## config.mk

```make
export PLATFORM = sky130hd
export DESIGN_NAME = uart_rx_frame
export DESIGN_NICKNAME = d
export VERILOG_FILES = /design/src/rtl/uart_rx_frame.sv
export SDC_FILE = /design/constraint.sdc
export NUM_CORES = 1
export LEC_CHECK = 0
export CAP_MARGIN = 40
export CORE_UTILIZATION = 62
export CTS_CLUSTER_DIAMETER = 150
export CTS_CLUSTER_SIZE = 8
export DETAILED_ROUTE_END_ITERATION = 6
export PLACE_DENSITY = 0.84
export SLEW_MARGIN = 5
export SYNTH_ARGS = -nofsm -noshare
export SYNTH_HDL_FRONTEND = slang
export SYNTH_SLANG_ARGS = --single-unit
export TNS_END_PERCENT = 10
```

## constraint.sdc

```tcl
create_clock -name clk -period 4.5 [get_ports clk]
set_input_delay 1.35 -clock clk [delete_from_list [all_inputs] [get_ports clk]]
set_output_delay 1.35 -clock clk [all_outputs]
set_load 0.01 [all_outputs]
```

## src/rtl/uart_rx_frame.sv

```systemverilog
// uart_rx_frame
//   Line-side receiver for command-transmitter frames.
//   Frame format, LSB first: start(0), DATA_WIDTH data bits, optional odd-parity bit, stop(1).
//   The asynchronous rx line goes through a 2-flop synchroniser. Each bit is sampled at mid-bit.
//   A received byte is presented on a valid/ready handshake.
//
// Ports
//   clk        in   system clock, rising edge
//   rst_n      in   asynchronous active-low reset
//   rx         in   serial line, asynchronous, idles high
//   rx_data    out  received byte, valid while rx_vld = 1
//   rx_vld     out  byte available
//   rx_rdy     in   consumer accepts; a transfer happens when rx_vld & rx_rdy
//   parity_err out  1-cycle pulse: parity mismatch (CHECK = 1 only)
//   frame_err  out  1-cycle pulse: stop bit sampled 0
//   overrun    out  1-cycle pulse: frame completed while the previous byte was still pending
module uart_rx_frame #(
  parameter int CLK_FREQ   = 50_000_000,
  parameter int BR         = 115200,
  parameter int DATA_WIDTH = 8,
  parameter int CHECK      = 1
) (
  input  logic                  clk,
  input  logic                  rst_n,
  input  logic                  rx,
  output logic [DATA_WIDTH-1:0] rx_data,
  output logic                  rx_vld,
  input  logic                  rx_rdy,
  output logic                  parity_err,
  output logic                  frame_err,
  output logic                  overrun
);

  localparam int BR_DIV = CLK_FREQ / BR;
  localparam int CW     = $clog2(BR_DIV);
  localparam int BW     = $clog2(DATA_WIDTH + 1);

  localparam logic [CW-1:0] HALF_CNT = CW'(BR_DIV / 2 - 1);
  localparam logic [CW-1:0] LAST_CNT = CW'(BR_DIV - 1);
  localparam logic [BW-1:0] LAST_BIT = BW'(DATA_WIDTH - 1);

  typedef enum logic [2:0] {IDLE, START, DATA, PARITY, STOP, BREAK} state_t;

  state_t                  state;
  logic                    rx_meta;
  logic                    rx_s;
  logic                    rx_s_prev;
  logic [CW-1:0]           baud_cnt;
  logic [BW-1:0]           bit_cnt;
  logic [DATA_WIDTH-1:0]   shift;
  logic                    perr_q;
  logic                    deliver;

  always_ff @(posedge clk or negedge rst_n) begin
    if (!rst_n) begin
      state      <= IDLE;
      rx_meta    <= 1'b1;
      rx_s       <= 1'b1;
      rx_s_prev  <= 1'b1;
      baud_cnt   <= '0;
      bit_cnt    <= '0;
      shift      <= '0;
      perr_q     <= 1'b0;
      deliver    <= 1'b0;
      rx_data    <= '0;
      rx_vld     <= 1'b0;
      parity_err <= 1'b0;
      frame_err  <= 1'b0;
      overrun    <= 1'b0;
    end else begin
      rx_meta   <= rx;
      rx_s      <= rx_meta;
      rx_s_prev <= rx_s;

      parity_err <= 1'b0;
      frame_err  <= 1'b0;
      overrun    <= 1'b0;
      deliver    <= 1'b0;

      if (rx_vld && rx_rdy)
        rx_vld <= 1'b0;

      // Delivery runs one cycle after the stop sample. The assignments here come after
      // the handshake clear, so a delivery in the same cycle takes precedence over it.
      if (deliver) begin
        if (!rx_vld || rx_rdy) begin
          rx_data <= shift;
          rx_vld  <= 1'b1;
        end else begin
          overrun <= 1'b1;
        end
        parity_err <= perr_q;
      end

      case (state)
        IDLE: begin
          if (rx_s_prev && !rx_s) begin
            baud_cnt <= '0;
            state    <= START;
          end
        end
        START: begin
          if (baud_cnt == HALF_CNT) begin
            if (rx_s) begin
              state <= IDLE;                  // glitch, not a real start bit
            end else begin
              baud_cnt <= '0;
              bit_cnt  <= '0;
              perr_q   <= 1'b0;
              state    <= DATA;
            end
          end else begin
            baud_cnt <= baud_cnt + 1'b1;
          end
        end
        DATA: begin
          if (baud_cnt == LAST_CNT) begin
            baud_cnt <= '0;
            shift    <= {rx_s, shift[DATA_WIDTH-1:1]};
            if (bit_cnt == LAST_BIT)
              state <= (CHECK != 0) ? PARITY : STOP;
            else
              bit_cnt <= bit_cnt + 1'b1;
          end else begin
            baud_cnt <= baud_cnt + 1'b1;
          end
        end
        PARITY: begin
          if (baud_cnt == LAST_CNT) begin
            baud_cnt <= '0;
            perr_q   <= ~(^shift ^ rx_s);        // odd parity: total ones must be odd
            state    <= STOP;
          end else begin
            baud_cnt <= baud_cnt + 1'b1;
          end
        end
        STOP: begin
          if (baud_cnt == LAST_CNT) begin
            baud_cnt <= '0;
            if (rx_s) begin
              deliver <= 1'b1;
              state   <= IDLE;
            end else begin
              frame_err <= 1'b1;
              state     <= BREAK;
            end
          end else begin
            baud_cnt <= baud_cnt + 1'b1;
          end
        end
        BREAK: begin
          // A held-low line must produce only one frame_err, so wait here for the line to go high.
          if (rx_s)
            state <= IDLE;
        end
        default: state <= IDLE;
      endcase
    end
  end

endmodule
```

==> results.yml <==
setup_path:
  cp_top_family: "buffers and inverters"
  cp_slowest_cell: "clkdlybuf4s50_1"
  r2r_start: "state[1]"
  path_cells: "clkdlybuf4s50_1"
  crit_arrival_ps: 1270
  critPathKind: "reg2out"
  max_stage_delay_ps: 540
  r2r-end: "state[0]"
  cp_max_fo: 2
  reg2reg_depth: 4
  start_kind: "flop"
  path_buf_inv: 1
  required_ps: 3150
  end_kind: "primary output"
  r2r_slack_ps: 2360
sta:
  finalHoldViolations: 0
  period_needed_ps: 2620
  tns_ps: 0
  clock_skew_ps: 13.3
  relSlewSlack_pct: 48.1
  finalMaxSlewViolations: 0
  setup_viol: 0
  tightest_slew_ps: 772
  max_freq_mhz: 381
  rsz0062_at_grt: "no"
  fin_crit_sh_pct: 58.3
cells_and_area:
  fin_cells: 258
  n_antenna_cell: 0
  final_net_count: 221
  area_growth_pct: 13.8
  fin_area_mm2: 0.00233
  layout-drive-gt1-share_pct: 13.6
  nFillCells: 244
global_route:
  grt_pass1_wl_um: 6560
  antenna_found_initial: 0
  grt_max_degree: 28
  grt_pass1_vias: 1515
  grtUsageTotal_pct: 25.3
  grt.overflow.total: 0
pwr:
  pwr-share-seq_pct: 48.1
  vdd.ir_drop.worst_mv: 0.343
  power.leakage_nw: 1.05
  power_density_mw_per_mm2: 393
  total_power_mw: 0.916
  p_switching_mw: 0.273
  p_sw_share_pct: 29.9
  clkPwrFrac_pct: 31.7
  pwr-share-comb_pct: 20.2
  intPower_mw: 0.642
clock_tree:
  cts_max_level: 2
  cts_tree: "yes"
  clk_latency_ps: 360
  clockBufferDepth: 2
  postCtsSetupBuffers: 0
  cts.sink_count: 41
  numCtsBuffers: 5
  cts_resized: 0
  cts.clk_slew.worst_paths_ps: 120
  cts_root_buf: "clkbuf_4"
  ctsHoldBuffers: 0
yosys:
  syn_nets: 205
  synth.avg_cell_area_um2: 10.4
  yosys_register_bits: 41
  synthSimpleGateAreaFrac_pct: 20.0
  yosysSeqAreaShare_pct: 50.4
  synth_cell_types: 51
  synth_compound_area_share_pct: 13.9
  synth_xor_area_share_pct: 3.67
  synth_top_area_share_pct: 46.5
  yosys.area_share.adder_pct: 2.45
  synth_top_cells_by_area: "dfrtp_1, nand2_1, mux2_2"
  yosys_warnings: 0
  syn_inst: 197
  synthTopCellsByCount: "dfrtp_1, nand2_1, o21ai_0"
  async_reset_ff_share_pct: 100
  synthFlopType: "dfrtp_1"
  muxShareOfSynthArea_pct: 5.63
  yosysTopAreaCell: "dfrtp_1"
  synth-edff-count: 0
  synth_top_family_by_area: "simple AND/OR/NAND/NOR gates"
  synth.most_common_cell: "dfrtp_1"
  syn_area_mm2: 0.00204
drt:
  dr_total_vias: 1532
  drtAntennaViolNets: 0
  wire_per_inst_um: 14.5
  drcViolationCount: 0
  via_per_inst: 5.94
  wirelength_um: 3730
  dr.pass1.iters: 4
  first_iter_violations: 67
die:
  pin_count: 16
  die_h_um: 59.4
  die_w_um: 59.4
  die-area_mm2: 0.00353
  initial_core_util_pct: 65.9
  fp.coreArea_mm2: 0.00310
  rows: 20
place:
  dpl.cell_count: 250
  place_area_mm2: 0.00222
  globalplace.congestion: 0.869
  dpl.hpwl_um: 2710
  io_buffers: 15
worst_hold_path:
  whs_endpoint: "rx_s"
  hold_path.startpoint: "rx_meta"
  hp-class: "reg2reg"
  hold-path-cell-count: 0
run_status:
  outcome: "complete, no violations"
run:
  cap_violations: 0
-- placed cells by master, fill, tap and decap left out, types with 5 or more instances in the layout --
cell and instances:
dfrtp_1 38, nand2_1 30, clkdlybuf4s50_1 14, o21ai_0 13, inv_1 11, mux2_2 8
o22ai_1 8, nor3_1 7, nor2_1 6, xnor2_1 6, clkbuf_4 5
-- area by class of cell --
class                           count  area, um2  share of cell area (%)
Clock buffer                        5       37.5                    1.61
Inverter                           11       41.3                    1.77
Sequential cell                    41       1030                    44.2
Timing Repair Buffer               16        165                    7.10
Clock inverter                      3       65.1                    2.80
Multi-Input combinational cell    138        933                    40.1
Tap cell                           44       55.1                    2.37
-- sequential cells by signal, indices dropped and copies added (netlist names) --
register / count
baud_cnt: 9
rx_data: 8
shift: 8
bit_cnt: 4
state: 3
deliver: 1
frame_err: 1
overrun: 1
parity_err: 1
perr_q: 1
rx_meta: 1
rx_s: 1
rx_s_prev: 1
rx_vld: 1
-- worst reg2reg max path: stages, from the launching register on --
cell	delay, ps
dfrtp_1	530
or3b_2	540
a22oi_2	470
nor2_2	170
mux2_4	330
-- cell families (layout without fill, tap and decap cells) --
logic type	Yosys count	in the layout
XOR/XNOR	7	7
AO/OA/AOI/OAI	41	41
buffers and inverters	18	35
AND/OR/NAND/NOR	76	76
adder cells (fa/ha/maj)	4	4
flip-flops	41	41
multiplexers	10	10
-- metrics by stage --
step                hold slack (ps)  utilization [%]  setup WS, ps
floorplan                       345                -          2310
global placement                350             71.0          1830
detailed placement              349             71.7          1750
CTS                             366             75.0          1870
global route                    368             75.0          1830
finish                          363             75.0          1880
-- worst max path at each step --
| stage | startpoint | endpoint | slack [ps] | cells after the start |
|---|---|---|---|---|
| 5_1_grt | rx_data[4] | rx_data[4] | 1830 | 1 |
| 6_report | rx_vld | rx_vld | 1880 | 1 |
| 3_5_place_dp | rx_rdy | rx_data[4] | 1750 | 4 |
| 2_1_floorplan | rx_rdy | rx_data[0] | 2310 | 3 |
| 4_1_cts | rx_data[5] | rx_data[5] | 1870 | 1 |
| 3_3_place_gp | rx_rdy | rx_data[5] | 1830 | 4 |
-- per-layer routing --
metal | vias up | GRT usage, % | part of all wire (%)
met2 | 40 | 40.9 | 47
met5 | - | 0 | 0
met3 | 10 | 6.77 | 4.5
met1 | 748 | 31.7 | 46
li1 | 734 | - | -
met4 | 0 | 11.6 | 1.7
-- power by group through the flow --
stage	sequential, mW	combinational, mW	clock [mW]
2_1_floorplan	0.422	0.167	0
3_3_place_gp	0.440	0.170	0
3_5_place_dp	0.445	0.183	0
4_1_cts	0.438	0.185	0.295
5_1_grt	0.446	0.205	0.309
6_report	0.440	0.185	0.290
(Power assumes the default switching activity.)
==> RTL change: new RTL, config.mk and constraints unchanged <==
Put one more register stage on the output `overrun`, cleared by the reset. The value now appears one clock later. The other outputs are not delayed to match. Comments in the files are not updated.
--- a/src/rtl/uart_rx_frame.sv
+++ b/src/rtl/uart_rx_frame.sv
@@ -42,4 +42,6 @@
   typedef enum logic [2:0] {IDLE, START, DATA, PARITY, STOP, BREAK} state_t;
 
+  logic overrun_s0;
+
   state_t                  state;
   logic                    rx_meta;
@@ -67,5 +69,5 @@
       parity_err <= 1'b0;
       frame_err  <= 1'b0;
-      overrun    <= 1'b0;
+      overrun_s0 <= 1'b0;
     end else begin
       rx_meta   <= rx;
@@ -75,5 +77,5 @@
       parity_err <= 1'b0;
       frame_err  <= 1'b0;
-      overrun    <= 1'b0;
+      overrun_s0 <= 1'b0;
       deliver    <= 1'b0;
 
@@ -88,5 +90,5 @@
           rx_vld  <= 1'b1;
         end else begin
-          overrun <= 1'b1;
+          overrun_s0 <= 1'b1;
         end
         parity_err <= perr_q;
@@ -159,3 +161,11 @@
   end
 
+  always_ff @(posedge clk or negedge rst_n) begin
+    if (!rst_n) begin
+      overrun <= '0;
+    end else begin
+      overrun <= overrun_s0;
+    end
+  end
+
 endmodule
Function: same outputs for any inputs over 10 cycles, from zero or initial values and one cycle with rst_n low; that may be too few to reach the edited logic, so the function may still have changed.
==> RTL change against the original RTL <==
Clock power grew 6.9%; power is 14% higher; maximum frequency about the same; sequential share of layout area increased by 0.98 points; combinational power rose by 35%; first-iteration DRC count decreased by 36%; non-clock buffer count unchanged; routed wire length shrank 1.8%; final area grew 0.22%; sequential cell count up 1; sequential power up 10%; die area down 0.30%; worst setup slack worse by 1.6 ps; synthesized area down 0.31%; critical endpoint is now rx_data[1]; largest power group unchanged.
==> RTL change: results (changes against the original RTL) <==
syn nets 187 (was 205); Post-DP Area 2221 sq um (was 2225 sq um); setup slack, reg-to-reg 2410 ps (was 2360 ps); largest net degree at the start of global routing 23 (was 28); list of most frequent post-synthesis cells dfrtp_1, mux2_2, nand2_1 (was dfrtp_1, nand2_1, o21ai_0); VDD IR max 275.7 uV (was 343.5 uV); clock sinks 42 (was 41); Synth cell types 41 (was 51); final net count 203 (was 221); synthesized-area fraction occupied by adder cells 2.455% (was 2.448%); Slew @ Worst Pin 713.5 ps (was 772.5 ps); GPL Wtd Cong 0.8345 (was 0.8692); via count 1,402 (was 1,532); post-synthesis sequential area ratio 51.75% (was 50.37%); R2R depth 7 (was 4); post-synthesis compound-gate area fraction 12.22% (was 13.89%); Post-Synth XOR/XNOR Area 4.297% (was 3.672%); Worst setup endpoint rx_data[1] (was rx_vld); RR Endpoint baud_cnt[7] (was state[0]); wire per inst 15.26 um (was 14.46 um); Final period util 58.32% (was 58.28%); Lkg Pwr 1.051 nW (was 1.050 nW); Filler cells 210 (was 244); skew final 12.27 ps (was 13.27 ps); Final HPWL DP 2588 um (was 2710 um); crit path DAT 1270 ps (about the same); status finished clean (unchanged); first-pass GRT wire length 5927 um (was 6561 um); vias in the first global route 1,341 (was 1,515); multiplexer share of the synthesized area 9.822% (was 5.630%); switching portion of total power 33.25% (was 29.86%)
## RTL change: cell count changes after synthesis, sizes merged, moves of 4 or more
cell,before,now
nor3,7,2
inv,11,5
o22ai,8,1
a31oi,0,8
nor2,7,13
mux2,9,16
nand2,30,17
nand3,3,7
## RTL change: final cells by class
| type | instances | share of cell area, % |
|---|---|---|
| sequential | 42 | 45.23 |
| multi-input combinational | 125 | 39.43 |
| timing repair buffer | 16 | 7.403 |
| clock inverter | 2 | 2.575 |
| tap | 44 | 2.361 |
| clock buffer | 6 | 2.200 |
| inverter | 5 | 0.8047 |
## RTL change: power by group through the flow
stage,combinational (mW),clock (mW),sequential (mW)
floorplan,0.246,0,0.446
global placement,0.227,0,0.483
detailed placement,0.247,0,0.490
CTS,0.250,0.314,0.483
global route,0.278,0.332,0.493
finish,0.250,0.310,0.485
## RTL change: stage by stage
stage	util (%)	cells	power (mW)	hold WS (ps)
after floorplan	-	179	0.6918	331.2
after global placement	71.26	231	0.7104	345.0
after detailed placement	72.15	232	0.7373	347.3
after CTS	75.77	240	1.047	366.3
after global routing	75.77	240	1.103	366.4
final	75.77	240	1.046	366.4
## RTL change: per-layer routing
metal / global-route usage (%) / share of wire [%]
met2: 38.20 / 51
met1: 29.64 / 44
met5: 0 / 0
met4: 11.90 / 0.93
met3: 5.677 / 3.7
## RTL change: worst min-delay path by stage
stage | endpoint | slack [ps]
final | rx_s | 370
after global routing | rx_s | 370
after CTS | rx_s | 370
after detailed placement | rx_s | 350
after global placement | overrun | 350
after floorplan | overrun | 330
